==> src/rtl/spatial_conv_stream_v2.sv <==
// -----------------------------------------------------------------------------
// spatial_conv_stream_v2
// Streaming 1x1 (spatial) convolution: collects one time-step of C_IN
// channel-interleaved samples, then produces C_OUT features, each the dot
// product of the sample vector with one weight row plus a bias, in fixed point.
//
// Ports
//   clk, rst_n                 clock, asynchronous active-low reset
//   x_valid/x_ready/x_in       sample input stream, channel 0 first
//   y_valid/y_ready/y_out      feature output stream
//   y_last                     marks feature C_OUT-1 of the time-step
//   w_we/w_feat/w_chan/w_data  weight write port
//   b_we/b_feat/b_data         bias write port
//   busy                       high while computing or presenting outputs
//   wr_err                     one-cycle pulse when a write is rejected
// -----------------------------------------------------------------------------
module spatial_conv_stream_v2 #(
    parameter int C_IN   = 8,
    parameter int C_OUT  = 8,
    parameter int DATA_W = 16,
    parameter int COEF_W = 16,
    parameter int ACC_W  = 48,
    parameter int SHIFT  = 8,
    parameter int ROUND  = 1,
    parameter int SAT    = 1,
    localparam int FW    = (C_OUT > 1) ? $clog2(C_OUT) : 1,
    localparam int CW    = (C_IN > 1) ? $clog2(C_IN) : 1
) (
    input  logic                     clk,
    input  logic                     rst_n,
    input  logic                     x_valid,
    output logic                     x_ready,
    input  logic signed [DATA_W-1:0] x_in,
    output logic                     y_valid,
    input  logic                     y_ready,
    output logic signed [DATA_W-1:0] y_out,
    output logic                     y_last,
    input  logic                     w_we,
    input  logic [FW-1:0]            w_feat,
    input  logic [CW-1:0]            w_chan,
    input  logic signed [COEF_W-1:0] w_data,
    input  logic                     b_we,
    input  logic [FW-1:0]            b_feat,
    input  logic signed [DATA_W-1:0] b_data,
    output logic                     busy,
    output logic                     wr_err
);

    // MAC counter runs 0..C_IN; the extra count is the output-formatting cycle.
    localparam int CNTW = $clog2(C_IN + 1);
    localparam int PW   = DATA_W + COEF_W;
    localparam logic signed [ACC_W-1:0] RND_C =
        (ROUND != 0) ? ({{(ACC_W-1){1'b0}}, 1'b1} << (SHIFT - 1)) : {ACC_W{1'b0}};
    localparam logic signed [ACC_W-1:0] MAX_C = {{(ACC_W-DATA_W+1){1'b0}}, {(DATA_W-1){1'b1}}};
    localparam logic signed [ACC_W-1:0] MIN_C = {{(ACC_W-DATA_W+1){1'b1}}, {(DATA_W-1){1'b0}}};

    typedef enum logic [1:0] {
        S_LOAD    = 2'd0,
        S_COMPUTE = 2'd1,
        S_OUT     = 2'd2
    } state_t;

    state_t                     state_r, state_s;
    logic [CW-1:0]              ch_r;
    logic [FW-1:0]              f_r;
    logic [CNTW-1:0]            c_r;
    logic signed [ACC_W-1:0]    acc_r;
    logic signed [DATA_W-1:0]   smp_r [C_IN];
    logic signed [COEF_W-1:0]   w_mem [C_OUT][C_IN];
    logic signed [DATA_W-1:0]   b_mem [C_OUT];
    logic                       x_ready_r, y_valid_r, y_last_r, busy_r, wr_err_r;
    logic signed [DATA_W-1:0]   y_out_r;

    logic                       x_fire_s, y_fire_s, wr_open_s, w_ok_s, b_ok_s, rej_s;
    logic [CW-1:0]              c_idx_s;
    logic signed [PW-1:0]       prod_s;
    logic signed [ACC_W-1:0]    acc_next_s;

    // Round, arithmetic shift, then clamp or wrap to the output width.
    function automatic logic signed [DATA_W-1:0] quantize(input logic signed [ACC_W-1:0] a);
        logic signed [ACC_W-1:0] s;
        logic signed [DATA_W-1:0] q;
        s = (a + RND_C) >>> SHIFT;
        if (SAT != 0) begin
            if (s > MAX_C) begin
                q = MAX_C[DATA_W-1:0];
            end else if (s < MIN_C) begin
                q = MIN_C[DATA_W-1:0];
            end else begin
                q = s[DATA_W-1:0];
            end
        end else begin
            q = s[DATA_W-1:0];
        end
        return q;
    endfunction

    assign x_ready = x_ready_r;
    assign y_valid = y_valid_r;
    assign y_out   = y_out_r;
    assign y_last  = y_last_r;
    assign busy    = busy_r;
    assign wr_err  = wr_err_r;

    // Handshakes, write qualification and the MAC datapath.
    always_comb begin
        x_fire_s  = x_valid && x_ready_r && (state_r == S_LOAD);
        y_fire_s  = y_valid_r && y_ready;
        wr_open_s = (state_r == S_LOAD) && (ch_r == {CW{1'b0}});
        w_ok_s    = w_we && wr_open_s && (w_feat <= FW'(C_OUT - 1)) && (w_chan <= CW'(C_IN - 1));
        b_ok_s    = b_we && wr_open_s && (b_feat <= FW'(C_OUT - 1));
        rej_s     = (w_we && !w_ok_s) || (b_we && !b_ok_s);
        c_idx_s   = (c_r < CNTW'(C_IN)) ? c_r[CW-1:0] : {CW{1'b0}};
        prod_s    = smp_r[c_idx_s] * w_mem[f_r][c_idx_s];
        // First MAC of a feature starts from the bias aligned to the product scale.
        if (c_r == {CNTW{1'b0}}) begin
            acc_next_s = ({{(ACC_W-DATA_W){b_mem[f_r][DATA_W-1]}}, b_mem[f_r]} <<< SHIFT)
                       + {{(ACC_W-PW){prod_s[PW-1]}}, prod_s};
        end else begin
            acc_next_s = acc_r + {{(ACC_W-PW){prod_s[PW-1]}}, prod_s};
        end
    end

    // Next-state logic for LOAD -> COMPUTE -> OUT -> (COMPUTE | LOAD).
    always_comb begin
        state_s = state_r;
        case (state_r)
            S_LOAD: begin
                if (x_fire_s && (ch_r == CW'(C_IN - 1))) begin
                    state_s = S_COMPUTE;
                end else begin
                    state_s = S_LOAD;
                end
            end
            S_COMPUTE: begin
                if (c_r == CNTW'(C_IN)) begin
                    state_s = S_OUT;
                end else begin
                    state_s = S_COMPUTE;
                end
            end
            S_OUT: begin
                if (y_fire_s) begin
                    state_s = (f_r == FW'(C_OUT - 1)) ? S_LOAD : S_COMPUTE;
                end else begin
                    state_s = S_OUT;
                end
            end
            default: state_s = S_LOAD;
        endcase
    end

    // State register, counters, accumulator and registered outputs.
    always_ff @(posedge clk or negedge rst_n) begin
        if (!rst_n) begin
            state_r   <= S_LOAD;
            ch_r      <= {CW{1'b0}};
            f_r       <= {FW{1'b0}};
            c_r       <= {CNTW{1'b0}};
            acc_r     <= {ACC_W{1'b0}};
            x_ready_r <= 1'b0;
            y_valid_r <= 1'b0;
            y_out_r   <= {DATA_W{1'b0}};
            y_last_r  <= 1'b0;
            busy_r    <= 1'b0;
            wr_err_r  <= 1'b0;
            for (int i = 0; i < C_IN; i++) begin
                smp_r[i] <= {DATA_W{1'b0}};
            end
        end else begin
            state_r   <= state_s;
            x_ready_r <= (state_s == S_LOAD);
            y_valid_r <= (state_s == S_OUT);
            busy_r    <= (state_s != S_LOAD);
            wr_err_r  <= rej_s;
            case (state_r)
                S_LOAD: begin
                    if (x_fire_s) begin
                        smp_r[ch_r] <= x_in;
                        if (ch_r == CW'(C_IN - 1)) begin
                            ch_r <= {CW{1'b0}};
                            f_r  <= {FW{1'b0}};
                            c_r  <= {CNTW{1'b0}};
                        end else begin
                            ch_r <= ch_r + CW'(1);
                        end
                    end
                end
                S_COMPUTE: begin
                    if (c_r == CNTW'(C_IN)) begin
                        y_out_r  <= quantize(acc_r);
                        y_last_r <= (f_r == FW'(C_OUT - 1));
                    end else begin
                        acc_r <= acc_next_s;
                        c_r   <= c_r + CNTW'(1);
                    end
                end
                S_OUT: begin
                    if (y_fire_s && (f_r != FW'(C_OUT - 1))) begin
                        f_r <= f_r + FW'(1);
                        c_r <= {CNTW{1'b0}};
                    end
                end
                default: begin
                    c_r <= {CNTW{1'b0}};
                end
            endcase
        end
    end

    // Coefficient storage: plain registers, deliberately outside reset.
    always_ff @(posedge clk) begin
        if (w_ok_s) begin
            w_mem[w_feat][w_chan] <= w_data;
        end
        if (b_ok_s) begin
            b_mem[b_feat] <= b_data;
        end
    end

endmodule
==> config.mk <==
export PLATFORM = sky130hd
export DESIGN_NAME = spatial_conv_stream_v2
export DESIGN_NICKNAME = d
export VERILOG_FILES = /design/src/rtl/spatial_conv_stream_v2.sv
export SDC_FILE = /design/constraint.sdc
export NUM_CORES = 2
export LEC_CHECK = 0
export ABC_AREA = 1
export BUFFER_PORTS_ARGS = -buffer_cell sky130_fd_sc_hd__buf_2
export CORE_UTILIZATION = 47
export CTS_CLUSTER_DIAMETER = 30
export DETAILED_ROUTE_END_ITERATION = 8
export HOLD_SLACK_MARGIN = 0.12
export SLEW_MARGIN = 10
export SYNTH_ARGS = -nofsm -noshare
export SYNTH_HDL_FRONTEND = slang
export SYNTH_SLANG_ARGS = --single-unit
==> constraint.sdc <==
create_clock -name clk -period 10.9 [get_ports clk]
set_input_delay 3.27 -clock clk [delete_from_list [all_inputs] [get_ports clk]]
set_output_delay 3.27 -clock clk [all_outputs]
set_load 0.05 [all_outputs]
==> impl_results.md <==
- Post-Place Worst Slack: -0.0376 ns
- Top-area cell type share of the netlist area: 49.1%
- Post-synth ARST share: 15.4%
- Max Cap Viol: 0
- Slowest CP cell: dfrtp_4
- Syn. warnings: 0
- Fin crit period: 10.52 ns
- Hold_sp: y_last
- CP Capture Type: flip-flop
- H-tree lvl count: 5
- CTS tree: yes
- Hpwl dp: 137000 um
- I/O Buffers: 83
- Top cells by area, synth: edfxtp_1 (49%), fa_1 (7.5%), dfrtp_1 (7.4%)
- Layout Area Growth over Synthesis: 19.3%
- CP required: 11.68 ns
- Max stage delay on crit path: 0.58 ns
- Worst Path Max Fanout: 35
- Commonest cells after routing, fill and taps aside: nor2_1 (1267), edfxtp_1 (1152), o21ai_0 (932)
- ANT cells: 0
- Worst reg2reg path depth: 38
- Remaining global-route overflow: 0
- Cell taking the most area after synthesis: edfxtp_1
- Fin nets: 7620
- Final hold vios: 0
- Die ar.: 0.151 mm^2
- Clk_skew: 0.125 ns
- Kind of start point of the critical path: flip-flop
- Row cnt: 141
- R2R Setup Slk: 0.38 ns
- Avg Cell Area, Syn: 10.3 um^2
- Cells after Synth: 6820
- FF-to-FF End: acc_r[41]
- Unique masters post-synth: 55
- Filler instances: 12600
- Largest net degree at the start of global routing: 119
- ANT nets after route: 0
- Crit path kind: flip-flop to flip-flop
- Clock Latency Late Sink: 0.92 ns
- Final cycle utilization of the critical path: 96.5%
- Fmax: 0.0951 GHz
- Root cell of the clock tree: clkbuf_16
- Clock sinks: 1361
- Multi-input logic area: 0.0269 mm^2
- Number of synthesized flops with an enable pin: 1152
- GRT Overall Usage: 27.9%
- GPL Wtd Cong: 0.980
- Starting density of the core: 47.5%
- Slew @ Worst Pin: 1.13 ns
- Vias per std cell: 5.72
- Wirelength per Cell: 22.9 um
- FF+latch area: 0.0398 mm^2
- Max-slew headroom: 24.4%
- DR pass1 iterations: 6
- Core box area: 0.148 mm^2
- #FFs+latches synth: 1361
- First-pass GRT wire length: 320000 um
- # DRC: 0
- Hold Path Sink: y_last
- Ys flop type: edfxtp_1
- Die W: 389 um
- Syn nets: 7309
- Routed vias: 53100
- Final wirelength: 213000 um
- Hold Crit Class: flip-flop to flip-flop
- Setup ws final: 0.385 ns
- Die Y-Extent: 389 um
- Cell repeated most along the worst path: fa_1
- Max-slew violations: 0
- Vias in the first global route: 52300
- Most common cell after layout, fill and taps aside: nor2_1
- CP arrival: 11.30 ns
- Final setup vio count: 0
- I/O pins: 84
- Num CTS Buffers: 305
- First DRT Iteration DRCs: 5141
- Longest Clk Path Bufs: 4
- Seq/Total Area, Yosys: 56.6%
- Share of layout cells above drive strength 1: 12.4%
- RR Startpoint: f_r[1]
- Antenna violations before repair: 8
- Mapped cell area: 0.0704 mm^2
- Hold Path Cell Cnt: 2
- Status: completed
- Worst-path clk slew: 0.04 ns
synthesized netlist by cell type (28+ instances only):
cell type	number
inv_1	551
o21bai_1	39
nand2_1	844
a31oi_1	35
inv_2	28
o22ai_1	274
nand3_1	164
o21ai_0	932
buf_2	89
dfrtp_1	209
buf_4	36
ha_1	162
clkbuf_1	184
edfxtp_1	1152
fa_1	264
nor2_1	1271
a21oi_1	197
xor2_1	42
xnor2_1	29
per-layer routing:
| metal | track usage (%) | wire length, um | vias up |
|---|---|---|---|
| met1 | 38.2 | 89700 | 26200 |
| met3 | 4.09 | 15000 | 474 |
| met2 | 44.3 | 99100 | 2174 |
| li1 | - | - | 24300 |
| met5 | 0 | 0 | - |
| met4 | 12.2 | 8970 | 0 |
sequential cells by signal, indices dropped and copies added (netlist names):
signal   cells
smp_r      128
b_mem      128
y_last       1
y_valid      1
w_mem     1024
busy         1
ch_r         3
wr_err       1
f_r          3
acc_r       48
x_ready      1
state_r      2
y_out       16
c_r          4
final cells by class:
type                            count  area share (%)
Clock buffer                      362            9.59
Timing Repair Buffer              339            3.24
Tap cell                         1930            2.87
Inverter                          581            2.63
Sequential cell                  1361            47.4
Multi-Input combinational cell   4543            32.0
Clock inverter                    167            2.21
timing repair:
action | CTS | global route
gates cloned | 0 | 2
hold buffers | 0 | 0
gates resized for setup | 1 | 34
endpoints found under the setup margin | 13 | 27
hold endpoints to repair | 0 | 0
buffers inserted | 0 | 0
cells by family (layout without fill, tap and decap cells):
kind of cell,count (synthesis),count (layout),share of synthesized area [%]
flip-flops,1361,1361,56.6
AND/OR/NAND/NOR,2400,2400,13.6
adder cells (fa/ha/maj),426,426,10.4
buffers and inverters,916,1449,5.44
AO/OA/AOI/OAI,1646,1646,13.1
XOR/XNOR,71,71,0.883
worst max path at each step:
stage                       from        end  depth (start not counted)
after global placement    f_r[0]  acc_r[28]                         40
after global routing      f_r[0]  acc_r[45]                         43
after detailed placement  f_r[0]  acc_r[41]                         39
after CTS                 f_r[0]  acc_r[41]                         39
after floorplan           f_r[0]  acc_r[35]                         43
final                     f_r[1]  acc_r[41]                         38
critical path, delay by kind of cell (launching register included):
family | cells | cell delay, ns
XOR/XNOR | 1 | 0.16
AO/OA/AOI/OAI | 6 | 1.38
buffers and inverters | 8 | 1.23
adder cells (fa/ha/maj) | 8 | 4.01
AND/OR/NAND/NOR | 15 | 3.03
flip-flops | 1 | 0.58
per-stage QoR:
stage	cell area, um^2	hold WS (ns)	std cells	utilization (%)	setup TNS [ns]
after CTS	83800	0.472	9281	56.6	0
after floorplan	70400	0.448	6820	-	0
final	84000	0.466	9283	56.7	0
after global placement	73900	0.456	8752	49.9	-0.0109
after detailed placement	73900	0.461	8752	49.9	-0.0678
after global routing	84000	0.490	9283	56.7	-0.0762
Power is not shown: default switching activity piles up to over one toggle a cycle in this logic, so the estimate is an artifact.
